**src/rtl/pwm_timebase.sv**
```systemverilog
// Shared PWM timebase: sawtooth/triangle counter with double-buffered
// period, mode and edge compare values. Updates offered over a valid/ready
// handshake are parked in a pending buffer and only made active at a period
// boundary, so a running PWM cycle is never torn.
//
// state | meaning
// UP    | counter increments (always UP in sawtooth mode)
// DOWN  | counter decrements back toward 0 (triangle mode only)
//
// After reset the first enabled edge is a launch: the counter stays at 0
// for that edge and period_start is raised, so the very first period is
// flagged with a registered strobe like every later one.
module pwm_timebase #(
  parameter int unsigned bitwidth = 10
) (
  input  logic                clock_i,
  input  logic                reset_i,
  input  logic                enable_i,
  input  logic                config_valid_i,
  output logic                config_ready_o,
  input  logic [bitwidth-1:0] config_period_i,
  input  logic                config_center_aligned_i,
  input  logic [bitwidth-1:0] config_rising_i,
  input  logic [bitwidth-1:0] config_falling_i,
  output logic [bitwidth-1:0] counter_o,
  output logic [bitwidth-1:0] tick_number_rising_edge_o,
  output logic [bitwidth-1:0] tick_number_falling_edge_o,
  output logic                period_start_o,
  output logic                config_applied_o
);

  typedef enum logic {UP = 1'b0, DOWN = 1'b1} dir_e;

  localparam logic [bitwidth-1:0] ONE = bitwidth'(1);

  dir_e                dir_q, dir_d;
  logic [bitwidth-1:0] cnt_q, cnt_d;
  logic [bitwidth-1:0] per_q, per_d;
  logic                mode_q, mode_d;
  logic [bitwidth-1:0] rise_q, rise_d;
  logic [bitwidth-1:0] fall_q, fall_d;
  logic [bitwidth-1:0] pper_q, pper_d;
  logic                pmode_q, pmode_d;
  logic [bitwidth-1:0] prise_q, prise_d;
  logic [bitwidth-1:0] pfall_q, pfall_d;
  logic                pvalid_q, pvalid_d;
  logic                ready_q, ready_d;
  logic                started_q, started_d;
  logic                ps_q, ps_d;
  logic                ca_q, ca_d;
  logic                boundary;
  logic                accept;

  // State register: every flop clears asynchronously, discarding any pending word.
  always_ff @(posedge clock_i or posedge reset_i) begin
    if (reset_i) begin
      dir_q     <= UP;
      cnt_q     <= '0;
      per_q     <= '1;
      mode_q    <= 1'b0;
      rise_q    <= '0;
      fall_q    <= '0;
      pper_q    <= '0;
      pmode_q   <= 1'b0;
      prise_q   <= '0;
      pfall_q   <= '0;
      pvalid_q  <= 1'b0;
      ready_q   <= 1'b1;
      started_q <= 1'b0;
      ps_q      <= 1'b0;
      ca_q      <= 1'b0;
    end else begin
      dir_q     <= dir_d;
      cnt_q     <= cnt_d;
      per_q     <= per_d;
      mode_q    <= mode_d;
      rise_q    <= rise_d;
      fall_q    <= fall_d;
      pper_q    <= pper_d;
      pmode_q   <= pmode_d;
      prise_q   <= prise_d;
      pfall_q   <= pfall_d;
      pvalid_q  <= pvalid_d;
      ready_q   <= ready_d;
      started_q <= started_d;
      ps_q      <= ps_d;
      ca_q      <= ca_d;
    end
  end

  // Next state: counter stepping, boundary detection, pending apply and capture.
  always_comb begin
    dir_d     = dir_q;
    cnt_d     = cnt_q;
    per_d     = per_q;
    mode_d    = mode_q;
    rise_d    = rise_q;
    fall_d    = fall_q;
    pper_d    = pper_q;
    pmode_d   = pmode_q;
    prise_d   = prise_q;
    pfall_d   = pfall_q;
    pvalid_d  = pvalid_q;
    started_d = started_q;
    ps_d      = 1'b0;
    ca_d      = 1'b0;
    boundary  = 1'b0;
    accept    = config_valid_i & ready_q;

    if (enable_i) begin
      if (!started_q) begin
        started_d = 1'b1;
        ps_d      = 1'b1;
      end else if (!mode_q) begin
        dir_d = UP;
        if (cnt_q >= per_q) begin
          cnt_d    = '0;
          boundary = 1'b1;
        end else begin
          cnt_d = cnt_q + ONE;
        end
      end else begin
        case (dir_q)
          UP: begin
            if (cnt_q < per_q) begin
              cnt_d = cnt_q + ONE;
            end else if (per_q <= ONE) begin
              cnt_d    = '0;
              boundary = 1'b1;
            end else begin
              cnt_d = per_q - ONE;
              dir_d = DOWN;
            end
          end
          default: begin
            if (cnt_q <= ONE) begin
              cnt_d    = '0;
              dir_d    = UP;
              boundary = 1'b1;
            end else begin
              cnt_d = cnt_q - ONE;
            end
          end
        endcase
      end

      if (boundary) begin
        ps_d = 1'b1;
        if (pvalid_q) begin
          per_d    = pper_q;
          mode_d   = pmode_q;
          rise_d   = prise_q;
          fall_d   = pfall_q;
          pvalid_d = 1'b0;
          ca_d     = 1'b1;
          dir_d    = UP;
        end
      end
    end

    // Capture only happens while the buffer is empty, so it never collides with an apply.
    if (accept) begin
      pper_d   = config_period_i;
      pmode_d  = config_center_aligned_i;
      prise_d  = config_rising_i;
      pfall_d  = config_falling_i;
      pvalid_d = 1'b1;
    end

    ready_d = ~pvalid_d;
  end

  assign config_ready_o             = ready_q;
  assign counter_o                  = cnt_q;
  assign tick_number_rising_edge_o  = rise_q;
  assign tick_number_falling_edge_o = fall_q;
  assign period_start_o             = ps_q;
  assign config_applied_o           = ca_q;

endmodule
```
**config.mk**
```make
export PLATFORM = sky130hd
export DESIGN_NAME = pwm_timebase
export DESIGN_NICKNAME = d
export VERILOG_FILES = /design/src/rtl/pwm_timebase.sv
export SDC_FILE = /design/constraint.sdc
export NUM_CORES = 1
export LEC_CHECK = 0
export BUFFER_PORTS_ARGS = -buffer_cell sky130_fd_sc_hd__buf_4
export CAP_MARGIN = 5
export CELL_PAD_IN_SITES_DETAIL_PLACEMENT = 1
export CELL_PAD_IN_SITES_GLOBAL_PLACEMENT = 2
export CORE_ASPECT_RATIO = 0.5
export CORE_MARGIN = 2
export CORE_UTILIZATION = 37
export CTS_CLUSTER_SIZE = 10
export DETAILED_ROUTE_END_ITERATION = 12
export PLACE_DENSITY = 0.85
export SYNTH_ARGS = -nofsm -noshare
export SYNTH_HDL_FRONTEND = slang
export SYNTH_SLANG_ARGS = --single-unit
```
**constraint.sdc**
```tcl
create_clock -name clock_i -period 3.2 [get_ports clock_i]
set_input_delay 0.32 -clock clock_i [delete_from_list [all_inputs] [get_ports clock_i]]
set_output_delay 0.32 -clock clock_i [all_outputs]
set_load 0.05 [all_outputs]
```
==> flow_summary_export.csv, run 1 <==
group,metric,value,unit
worst_setup_path,slowest_stage,"dfrtp_1",
floorplan,rows,26,
worst_setup_path,cp_top_family,"compound AO/OA/AOI/OAI gates",
clock_tree,numCtsBuffers,9,
synth,syn_nets,398,
clock_tree,root_buffer,"clkbuf_16",
clock_tree,cts_setup_buffers,0,
sta,timing.fmax,356,MHz
power,leakagePower,0.00223,µW
synth,synth_area,0.00404,mm²
synth,synth-main-ff-cell,"dfrtp_1",
global_routing,grt_usage,18.6,%
layout,final_common_cell,"buf_4",
synth,avgSynthCellArea,11.6,µm²
layout,antenna_cells,0,
floorplan,die_area,0.0118,mm²
power,p_seq_share,32.0,%
layout,postLayoutCellArea,0.00502,mm²
worst_setup_path,crit_required,3.42,ns
placement,postPlaceCellArea,0.00469,mm²
sta,tightest_slew,0.733,ns
placement,pre_cts_ws,0.428,ns
layout,final_cell_mix,"72 x buf_4, 67 x dfrtp_1, 57 x mux2_2",
synth,synthCells,348,
synth,yosysUniqueCellTypes,59,
detailed_routing,dr.pass1.iters,4,
detailed_routing,drtIter0Drc,157,
clock_tree,cts.sinks,78,
placement,gp_congestion,0.839,
global_routing,grt_pass1_wl,17400,µm
synth,async_flop_share,100,%
placement,dpl.hpwl,7910,µm
power,p_clk_share,17.8,%
global_routing,antenna_found_initial,0,
sta,final-max-slew-violation-count,0,
worst_setup_path,timing_worst_setup_path_type,"flip-flop to flip-flop",
detailed_routing,wl_per_cell,19.2,µm
power,comb_power_share,50.2,%
clock_tree,clk_latency,0.33,ns
clock_tree,h-tree-depth,3,
worst_setup_path,slowest_delay,0.49,ns
floorplan,start_util,38.8,%
clock_tree,cts.clk_slew.worst_paths,0.06,ns
clock_tree,clk_path_buf_depth,2,
power,power.density,1240,mW/mm²
power,peakVddDrop,0.680,mV
clock_tree,cts_hold_buf,0,
synth,ys_seq_area_share,48.6,%
run,cap_viol_max_count,0,
synth,yosysWarnings,0,
clock_tree,cts_resized,0,
worst_setup_path,cp_max_fo,32,
layout,drive_above_1_share,39.8,%
global_routing,grt-ovfl-total,0,
sta,rsz0062_at_grt,"false",
power,p_total,6210,µW
synth,synth_seq_cells,78,
detailed_routing,route.detailed.drc,0,
layout,seq_area,0.00197,mm²
sta,setup_viol,0,
worst_setup_path,cp.buffers_inverters,2,
synth,synth_edf_count,0,
layout,multiInputGateArea,0.00193,mm²
sta,period_minus_slack,2.81,ns
worst_setup_path,crit_path_end_kind,"flip-flop",
floorplan,io_pins,68,
synth,synth_top_area_share,41.5,%
worst_setup_path,startpoint_type,"flip-flop",
power,intPower,3500,µW
placement,port_buffers,67,
detailed_routing,num_vias,2999,
layout,areaGrowthSynthToFinish,24.1,%
floorplan,die_h,77.9,µm
sta,skew,0.00555,ns
detailed_routing,avgViaCountPerCell,5.36,
sta,finalCritPeriodShare,87.8,%
floorplan,core,0.0104,mm²
layout,fill_cells,1136,
worst_setup_path,cp_cell_sequence,"inv_1 -> ha_1 -> o21ba_2 -> nand3_1 -> o21ai_1 -> nand2_1 -> a211oi_4 -> buf_12 -> mux2_2",
min_path,holdCritPathClass,"primary input to async pin",
power,swShare,43.6,%
layout,fin_nets,466,
sta,setup_tns,0,ns
synth,synth_area_leaders,"dfrtp_1 41%, mux2_2 16%, dfstp_2 7.2%",
clock_tree,cts_tree,"built",
global_routing,grt_pass1_vias,3287,
floorplan,die_w,152,µm
sta,slew_headroom,50.5,%
detailed_routing,detail-route-antenna-nets,0,
detailed_routing,wl,10800,µm
worst_setup_path,worst_ep_arrival_time,3.03,ns
sta,final.setup.worst_slack,0.391,ns
sta,hold_viol_final,0,
synth,yosysTopAreaCell,"dfrtp_1",
outcome,status,"completed",
power,power_switching,2710,µW
global_routing,grt_start_max_net_pins,33,
[routing by layer]
metal / GRT usage [%] / share of wire [%] / vias to the layer above
met4: 4.58 / 0.99 / 0
met5: 0 / 0 / -
met2: 34.6 / 52 / 57
met3: 4.02 / 3.5 / 11
met1: 22.2 / 43 / 1543
li1: - / - / 1388
[cells by family (layout without fill, tap and decap cells)]
group	Yosys count	after routing	share of synthesized area, %
AO/OA/AOI/OAI	58	58	10.8
buffers and inverters	34	106	3.72
flip-flops	78	78	48.6
multiplexers	64	64	17.8
adder cells (fa/ha/maj)	15	15	4.64
XOR/XNOR	16	16	3.47
AND/OR/NAND/NOR	83	83	11.0
[state kept, by name (all words and copies together) (netlist names)]
name and flops:
config_applied_o 1, counter_o 10, pvalid_q 1, pper_q 10, tick_number_falling_edge_o 10, pmode_q 1
per_q 10, started_q 1, dir_q 1, config_ready_o 1, prise_q 10, pfall_q 10
tick_number_rising_edge_o 10, mode_q 1, period_start_o 1
[layout make-up]
class	instances	area share [%]
tap	140	3.49
clock buffer	10	4.76
inverter	18	1.35
clock inverter	5	1.65
sequential	78	39.2
multi-input combinational	236	38.4
timing repair buffer	73	11.2
[worst paths after layout]
kind                         startpoint                      endpoint  slack (ns)  cells after the start
min in group clock_i           enable_i                     started_q        0.20                      2
hold reg to reg              prise_q[7]  tick_number_rising_edge_o[7]        0.48                      1
setup / recovery           counter_o[0]  tick_number_rising_edge_o[2]        0.39                      9
hold / removal                  reset_i                    prise_q[6]        0.02                      2
setup reg to reg           counter_o[0]  tick_number_rising_edge_o[2]        0.39                      9
max in group asynchronous       reset_i                config_ready_o        2.40                      3
[power groups by stage]
stage | clock, µW | combinational, µW | sequential (µW)
final | 1110 | 3110 | 1990
after global placement | 0 | 3000 | 1940
after detailed placement | 0 | 3110 | 1980
after CTS | 1130 | 3130 | 1980
after floorplan | 0 | 1690 | 2470
after global routing | 1170 | 3340 | 2050
[per-stage QoR]
stage | cells | utilization [%] | hold slack (ns)
3_3_place_gp | 545 | 45.1 | 0.370
2_1_floorplan | 348 | - | 0.423
3_5_place_dp | 545 | 45.1 | 0.395
5_1_grt | 560 | 48.2 | 0.0580
4_1_cts | 560 | 48.2 | 0.0356
6_report | 560 | 48.2 | 0.0182
[cells in the mapped netlist (4+ instances only)]
master    count
nor2_1       18
mux2_1        5
dfstp_2      11
xnor2_1      10
a221o_1       4
nor3_1        8
mux2_2       57
clkbuf_1     11
ha_1         15
nand3_1       8
inv_1        18
o21ai_0       9
nand2_1      22
a21oi_1       9
dfrtp_1      67
xor2_1        6
(Power assumes the default switching activity.)
==> run 2, diff against run 1 <==
--- a/config.mk
+++ b/config.mk
@@ -11,10 +11,10 @@
 export CELL_PAD_IN_SITES_GLOBAL_PLACEMENT = 2
 export CORE_ASPECT_RATIO = 0.5
 export CORE_MARGIN = 2
-export CORE_UTILIZATION = 37
+export CORE_UTILIZATION = 40
 export CTS_CLUSTER_SIZE = 10
 export DETAILED_ROUTE_END_ITERATION = 12
-export PLACE_DENSITY = 0.85
+export PLACE_DENSITY = 0.9
 export SYNTH_ARGS = -nofsm -noshare
 export SYNTH_HDL_FRONTEND = slang
 export SYNTH_SLANG_ARGS = --single-unit
==> constraint.sdc (replaced) <==
create_clock -name clock_i -period 3.6 [get_ports clock_i]
set_input_delay 0.36 -clock clock_i [delete_from_list [all_inputs] [get_ports clock_i]]
set_output_delay 0.36 -clock clock_i [all_outputs]
set_load 0.05 [all_outputs]
==> flow_summary_export.csv, run 2 (synthesized netlist as in run 1, its figures left out) <==
group,metric,value,unit
outcome,status,"completed",
layout,drive_above_1_share,39.5,%
floorplan,start_util,41.9,%
clock_tree,cts_resized,0,
clock_tree,cts.clk_slew.worst_paths,0.06,ns
floorplan,io_pins,68,
clock_tree,clk_path_buf_depth,2,
power,power.density,1100,mW/mm²
global_routing,grt-ovfl-total,0,
layout,fin_nets,465,
sta,final.setup.worst_slack,0.638,ns
sta,tightest_slew,0.882,ns
sta,hold_viol_final,0,
floorplan,rows,25,
detailed_routing,detail-route-antenna-nets,0,
sta,rsz0062_at_grt,"false",
layout,areaGrowthSynthToFinish,22.9,%
sta,finalCritPeriodShare,82.3,%
detailed_routing,dr.pass1.iters,4,
clock_tree,cts_hold_buf,0,
worst_setup_path,crit_required,3.81,ns
sta,skew,0.00461,ns
power,power_switching,2430,µW
global_routing,grt_usage,20.9,%
worst_setup_path,cp_top_family,"compound AO/OA/AOI/OAI gates",
clock_tree,clk_latency,0.33,ns
sta,slew_headroom,41.1,%
run,cap_viol_max_count,0,
clock_tree,numCtsBuffers,9,
placement,gp_congestion,0.853,
sta,timing.fmax,338,MHz
worst_setup_path,slowest_delay,0.50,ns
layout,layoutNonFillerInstCount,555,
placement,dpl.hpwl,7890,µm
worst_setup_path,worst_ep_arrival_time,3.18,ns
global_routing,grt_pass1_wl,17600,µm
sta,final-max-slew-violation-count,0,
worst_setup_path,startpoint_type,"flip-flop",
power,p_seq_share,32.3,%
detailed_routing,num_vias,3015,
detailed_routing,wl_per_cell,19.9,µm
global_routing,grt_pass1_vias,3404,
worst_setup_path,cp.buffers_inverters,2,
sta,setup_tns,0,ns
detailed_routing,avgViaCountPerCell,5.43,
floorplan,die_area,0.0110,mm²
worst_setup_path,timing_worst_setup_path_type,"flip-flop to flip-flop",
power,peakVddDrop,0.449,mV
layout,final_common_cell,"buf_4",
worst_setup_path,crit_path_end_kind,"flip-flop",
worst_setup_path,reg2reg_slack,0.64,ns
floorplan,die_w,146,µm
clock_tree,root_buffer,"clkbuf_16",
power,swShare,44.6,%
clock_tree,cts_setup_buffers,0,
detailed_routing,wl,11000,µm
worst_setup_path,cp_max_fo,32,
detailed_routing,drtIter0Drc,138,
floorplan,die_h,75.1,µm
power,comb_power_share,50.8,%
clock_tree,cts.sinks,78,
detailed_routing,route.detailed.drc,0,
worst_setup_path,slowest_stage,"dfrtp_1",
sta,setup_viol,0,
clock_tree,h-tree-depth,3,
sta,period_minus_slack,2.96,ns
placement,pre_cts_ws,0.675,ns
layout,final_cell_mix,"72 x buf_4, 67 x dfrtp_1, 57 x mux2_2",
worst_setup_path,cp_cell_sequence,"inv_1 -> ha_1 -> o21ba_2 -> nand3_1 -> o21ai_1 -> nand2_1 -> a211oi_4 -> buf_4 -> mux2_2",
global_routing,grt_start_max_net_pins,46,
placement,dp_cells,539,
power,intPower,3020,µW
floorplan,core,0.00963,mm²
layout,antenna_cells,0,
clock_tree,cts_tree,"built",
power,p_clk_share,16.9,%
min_path,holdCritPathClass,"primary input to async pin",
sta,whs,0.219,ns
placement,port_buffers,67,
power,leakagePower,0.00221,µW
global_routing,antenna_found_initial,0,
==> run 2: cell count changes in the layout (fill, tap and decap cells not counted) <==
cell,previous run,this run
buf_12,1,0
bufinv_16,2,1
clkbuf_1,0,1
clkinv_2,1,2
==> run 2: worst paths after layout <==
path                                                    from                            end  cells after the start
min in group clock_i                      config_rising_i[1]                     prise_q[1]                      2
max in group asynchronous                            reset_i                 config_ready_o                      3
worst min register to register  tick_number_rising_edge_o[0]   tick_number_rising_edge_o[0]                      1
worst min-delay path                                 reset_i   tick_number_rising_edge_o[7]                      2
worst max-delay path                            counter_o[0]  tick_number_falling_edge_o[7]                      9
worst max register to register                  counter_o[0]  tick_number_falling_edge_o[7]                      9
==> run 2: cell type report <==
| class | instances | area [µm²] |
|---|---|---|
| multi-input cells | 236 | 1930 |
| inverters | 18 | 67.6 |
| flip-flops and latches | 78 | 1970 |
| repair buffers | 72 | 541 |
| clock inverters | 5 | 57.6 |
| well taps | 135 | 169 |
| fillers | 1046 | 4670 |
| clock buffers | 11 | 243 |
==> run 2: metal layers <==
| layer | share of wire (%) | track usage (%) |
|---|---|---|
| met3 | 3.1 | 3.82 |
| met2 | 52 | 39.6 |
| met1 | 42 | 24.3 |
| met4 | 2.5 | 8.95 |
| met5 | 0 | 0 |
==> run 2: power groups by stage <==
| stage | combinational [µW] | sequential, µW | clock, µW |
|---|---|---|---|
| after floorplan | 1500 | 2190 | 0 |
| after global placement | 2620 | 1730 | 0 |
| after detailed placement | 2750 | 1760 | 0 |
| after CTS | 2790 | 1760 | 935 |
| after global routing | 2960 | 1830 | 975 |
| final | 2770 | 1760 | 922 |
==> run 2: metrics by stage <==
step	power [µW]	cell area, µm²	utilization, %
after detailed placement	4510	4670	48.5
after global routing	5770	4970	51.6
final	5460	4970	51.6
after global placement	4340	4670	48.5
after floorplan	3690	4040	-
after CTS	5480	4970	51.6
==> run 2: worst register-to-register path: stages (launching register included) <==
cell	delay (ns)
dfrtp_1	0.50
inv_1	0.17
ha_1	0.31
o21ba_2	0.22
nand3_1	0.12
o21ai_1	0.26
nand2_1	0.17
a211oi_4	0.27
buf_4	0.41
mux2_2	0.42
